File: config.mk
export PLATFORM = sky130hd
export DESIGN_NAME = mips_multicycle_control
export DESIGN_NICKNAME = d
export VERILOG_FILES = /design/src/rtl/mips_multicycle_control.sv
export SDC_FILE = /design/constraint.sdc
export NUM_CORES = 1
export LEC_CHECK = 0
export CAP_MARGIN = 20
export CORE_MARGIN = 3
export CORE_UTILIZATION = 43
export CTS_BUF_LIST = sky130_fd_sc_hd__clkbuf_8
export DETAILED_ROUTE_END_ITERATION = 7
export PLACE_DENSITY = 0.92
export SYNTH_ARGS = -nofsm -noshare
export SYNTH_HDL_FRONTEND = slang
export SYNTH_SLANG_ARGS = --single-unit
File: constraint.sdc
create_clock -name CLK -period 2.54 [get_ports CLK]
set_clock_uncertainty 0.1 [all_clocks]
set_input_delay 0.508 -clock CLK [delete_from_list [all_inputs] [get_ports CLK]]
set_output_delay 0.508 -clock CLK [all_outputs]
set_load 0.01 [all_outputs]
File: src/rtl/mips_multicycle_control.sv
// mips_multicycle_control: Moore FSM sequencing the multicycle MIPS datapath.
module mips_multicycle_control #(
  parameter int STATE_W = 4
) (
  input  logic       CLK,
  input  logic       RST,
  input  logic [5:0] Opcode,
  input  logic [5:0] Funct,
  input  logic       ZeroFlag,
  output logic [2:0] ALUControl,
  output logic       ALUSrcA,
  output logic [1:0] ALUSrcB,
  output logic       IorD,
  output logic       IRWrite,
  output logic       MemWrite,
  output logic       RegWrite,
  output logic       RegDst,
  output logic       MemtoReg,
  output logic [1:0] PCSrc,
  output logic       PCEn
);
  typedef enum logic [STATE_W-1:0] {
    FETCH, DECODE, MEMADR, MEMRD, MEMWB, MEMWR,
    EXECUTE, ALUWB, BRANCH, ADDIEX, ADDIWB, JUMP
  } state_t;
  localparam logic [5:0] OP_R = 6'b000000, OP_LW = 6'b100011, OP_SW = 6'b101011,
                         OP_BEQ = 6'b000100, OP_ADDI = 6'b001000, OP_J = 6'b000010;
  state_t     state, view;
  logic [2:0] alu_f;
  logic       f_ok, pc_write, branch;
  always_ff @(posedge CLK or negedge RST) begin
    if (!RST) state <= FETCH;
    else case (state)
      FETCH:   state <= DECODE;
      DECODE:  case (Opcode)
                 OP_LW, OP_SW: state <= MEMADR;
                 OP_R:         state <= EXECUTE;
                 OP_BEQ:       state <= BRANCH;
                 OP_ADDI:      state <= ADDIEX;
                 OP_J:         state <= JUMP;
                 default:      state <= FETCH;
               endcase
      MEMADR:  state <= (Opcode == OP_SW) ? MEMWR : MEMRD;
      MEMRD:   state <= MEMWB;
      EXECUTE: state <= ALUWB;
      ADDIEX:  state <= ADDIWB;
      default: state <= FETCH;
    endcase
  end
  always_comb begin
    f_ok = 1'b1;
    case (Funct)
      6'b100000: alu_f = 3'b010;
      6'b100010: alu_f = 3'b100;
      6'b100100: alu_f = 3'b000;
      6'b100101: alu_f = 3'b001;
      6'b101010: alu_f = 3'b110;
      6'b011000: alu_f = 3'b101;
      default: begin alu_f = 3'b010; f_ok = 1'b0; end
    endcase
  end
  // In reset the decode shows FETCH, with its write enables gated by RST.
  assign view = RST ? state : FETCH;
  always_comb begin
    ALUControl = 3'b010;
    ALUSrcA    = 1'b0;
    ALUSrcB    = 2'b00;
    IorD       = 1'b0;
    IRWrite    = 1'b0;
    MemWrite   = 1'b0;
    RegWrite   = 1'b0;
    RegDst     = 1'b0;
    MemtoReg   = 1'b0;
    PCSrc      = 2'b00;
    pc_write   = 1'b0;
    branch     = 1'b0;
    case (view)
      FETCH:   begin ALUSrcB = 2'b01; IRWrite = RST; pc_write = RST; end
      DECODE:  ALUSrcB = 2'b11;
      MEMADR:  begin ALUSrcA = 1'b1; ALUSrcB = 2'b10; end
      MEMRD:   IorD = 1'b1;
      MEMWB:   begin MemtoReg = 1'b1; RegWrite = 1'b1; end
      MEMWR:   begin IorD = 1'b1; MemWrite = 1'b1; end
      EXECUTE: begin ALUSrcA = 1'b1; ALUControl = alu_f; end
      ALUWB:   begin RegDst = 1'b1; RegWrite = f_ok; end
      BRANCH:  begin ALUSrcA = 1'b1; ALUControl = 3'b100; PCSrc = 2'b01; branch = 1'b1; end
      ADDIEX:  begin ALUSrcA = 1'b1; ALUSrcB = 2'b10; end
      ADDIWB:  RegWrite = 1'b1;
      JUMP:    begin PCSrc = 2'b10; pc_write = 1'b1; end
      default: ;
    endcase
  end
  assign PCEn = pc_write | (branch & ZeroFlag);
endmodule

==> results of run 1 <==
## routing by layer
metal / part of all wire / wire, um
met1: 0.38 / 826
met2: 0.49 / 1059
met3: 0.075 / 163
met4: 0.058 / 126
met5: 0 / 0
## power by group
part | leakage (uW) | internal, uW | switching [uW]
clock network | 0.0000216 | 102 | 39.7
logic | 0.000361 | 155 | 211
registers | 0.0000530 | 83.1 | 15.1
total | 0.000435 | 339 | 266
## worst max-delay path by stage
stage	startpoint	to	slack, ns	depth (start not counted)
2_1_floorplan	Funct[3]	ALUControl[0]	0.57	3
3_3_place_gp	Funct[5]	ALUControl[0]	-0.38	5
3_5_place_dp	Funct[5]	ALUControl[0]	-0.50	5
4_1_cts	RST	ALUControl[0]	0.01	5
5_1_grt	Funct[1]	RegWrite	0.02	6
6_report	Funct[1]	RegWrite	0.12	6
## final cells by class
cell class                 instances  area share
clock buffer                       3     0.04231
inverter                           4     0.01538
multi-input combinational         70      0.4679
sequential                         4      0.1026
tap                               14     0.01795
timing repair buffer              39      0.3538
## critical path, cell delays in order
cell	delay (ns)
clkdlybuf4s50_1	0.52
nand3b_1	0.13
o32ai_2	0.20
a21oi_1	0.07
o21ai_1	0.14
clkdlybuf4s15_2	0.24
## synthesized netlist by cell type, types with 3 or more instances
library cell / instances / area [sq um]
dfrtp_1: 4 / 100.1
nor4_1: 6 / 37.54
a21oi_1: 11 / 55.05
nand3_1: 5 / 25.02
nand2_1: 7 / 26.28
o21ai_0: 5 / 25.02
inv_1: 4 / 15.01
nor2_1: 7 / 26.28
xor2_1: 3 / 26.28
buf_2: 4 / 20.02
## cell usage in the layout, fill, tap and decap left out, drive strengths merged
| cell type | netlist | layout |
|---|---|---|
| clkdlybuf4s50 | 0 | 12 |
| buf | 4 | 12 |
| a21oi | 11 | 11 |
| dlygate4sd2 | 0 | 9 |
| nand2 | 8 | 8 |
| nor2 | 7 | 7 |
| nor4 | 6 | 6 |
| nand3 | 5 | 5 |
| o21ai | 5 | 5 |
| clkbuf | 1 | 5 |
| inv | 4 | 4 |
| dfrtp | 4 | 4 |
| xor2 | 3 | 3 |
| nor3 | 2 | 2 |
| o211ai | 2 | 2 |
| nand3b | 2 | 2 |
| nand4 | 2 | 2 |
| o21bai | 2 | 2 |
| a2111oi | 2 | 2 |
| dlymetal6s2s | 0 | 2 |
| clkdlybuf4s15 | 0 | 2 |
| or2b | 1 | 1 |
| o31ai | 1 | 1 |
| nor2b | 1 | 1 |
| and3 | 1 | 1 |
| a31o | 1 | 1 |
| nand2b | 1 | 1 |
| nor3b | 1 | 1 |
| or3 | 1 | 1 |
| nand4bb | 1 | 1 |
| o32ai | 1 | 1 |
| a221oi | 1 | 1 |
| and4 | 1 | 1 |
| a21boi | 1 | 1 |
## per-stage QoR
stage	instances	hold WS, ns	utilization	area [sq um]	total power, uW
after global placement	131	0.5344	0.7906	925.9	444.0
after CTS	134	0.5251	0.8291	970.9	596.5
after detailed placement	131	0.5304	0.7906	925.9	456.7
after floorplan	83	0.1124	-	566.8	294.4
after global routing	134	0.1757	0.8333	975.9	639.4
final	134	0.1578	0.8333	975.9	605.4
## logic make-up after synthesis
logic type	count (synthesis)	synth area share
and+or+nand+nor	40	0.3886
AOI/OAI and AO/OA	27	0.3201
buffers and inverters	9	0.06842
DFF	4	0.1766
xor gates and xnor gates	3	0.04637
## timing repair
item | CTS | global route
gates resized for setup | 32 | 8
cloned | 0 | 0
pin swaps | 1 | 1
endpoints found under the setup margin | 13 | 8
hold endpoints to repair | 0 | 0
==> reports/results.ini, run 1 <==
[cts]
hold_buffers = 0
cts_setup_buffers = 0
max-clock-path-buffers = 2
cts_root_buffer = clkbuf_8
clock_sinks = 4
insertion_delay_ns = 0.22
path_clk_slew_ns = 0.03
cts_tree = done
cts_made_buffers = 3
h-tree-depth = 1

[floorplan]
pin_count = 30
start_util = 0.4840
row_count = 12
die_width_um = 42.31
core_sq_um = 1171
die-area_sq_um = 1790
fp.dieH_um = 42.31

[timing]
worst_slew_pin_slew_ns = 0.3633
finalSetupViolations = 0
fin_crit_ns = 2.420
rsz0062_at_grt = false
layout_setup_ws_ns = 0.1202
fin_crit_sh = 0.9527
fmax_mhz = 413.3
relSlewSlack = 0.7556
tns_ns = 0
hold_violations = 0
maxSlewViolCount = 0

[global_route]
grt_util_met1 = 0.2781
grt_use_total = 0.2690
grt_max_degree = 14
grt_antenna_before_repair = 0
grt_pass1_wl_um = 3657
grtUsageMet3 = 0.05579
grt_pass1_vias = 815
grt_use_met2 = 0.4559
grt.overflow.total = 0
busiest_layer = met2

[layout]
syn2layout_area_growth_pct = 72.19
multi_input_area_sq_um = 456.7
largest_register = state
largest_reg_flops = 4
nets = 137
largestRegisters = state (4)
diodes = 0
drive_gt1_frac = 0.2333
fill_cells = 91
ff_latch_area_sq_um = 100.1

[drt]
ant_nets = 0
num_vias = 839
drt-pass1-iter-count = 4
drt_iter0_drc = 20
routedWlPerCell_um = 16.24
wl_um = 2176
drt-vias-per-instance = 6.261
drc = 0

[worst_setup_path]
r2r_setup_slack_ns = 1.19
cp-start-kind = input pin
rr_worst_depth = 4
worstPathRequired_ns = 1.93
r2r-start = state[2]
arrival_ns = 1.81
reg2reg_to = state[2]
path_class = in -> out
cp_max_fo = 3
cp-end-kind = output port

[placement]
dp_hpwl_um = 1532
dp_slack_ns = -0.4964
io_buffers = 29
gp_congestion = 0.8244

[logic_synthesis]
syn_nets = 98
synth_cell_types = 31
async_flop_share = 1.000
synth_area_per_cell_sq_um = 6.829
synthFlopType = dfrtp_1
yosys_warnings = 0
ys_ff_latch = 4
synth_edf_count = 0
syn_inst = 83
synth_seq_area_share = 0.1766
synthesis.area_sq_um = 566.8

[power]
powerDensity_nw_per_um2 = 620.3
peakVddDrop_v = 0.0004435
power.leakage_uw = 0.0004353

[hold_path]
hold_class = in -> async

[run_status]
status = finished clean

[run]
drv_cap = 0

(Power assumes the default switching activity.)
==> run 2, diff against run 1 <==
Settings changed: CAP_MARGIN 20 to default.
==> results of run 2 <==
The final DEF is identical to that of run 1; final timing and power are the same.
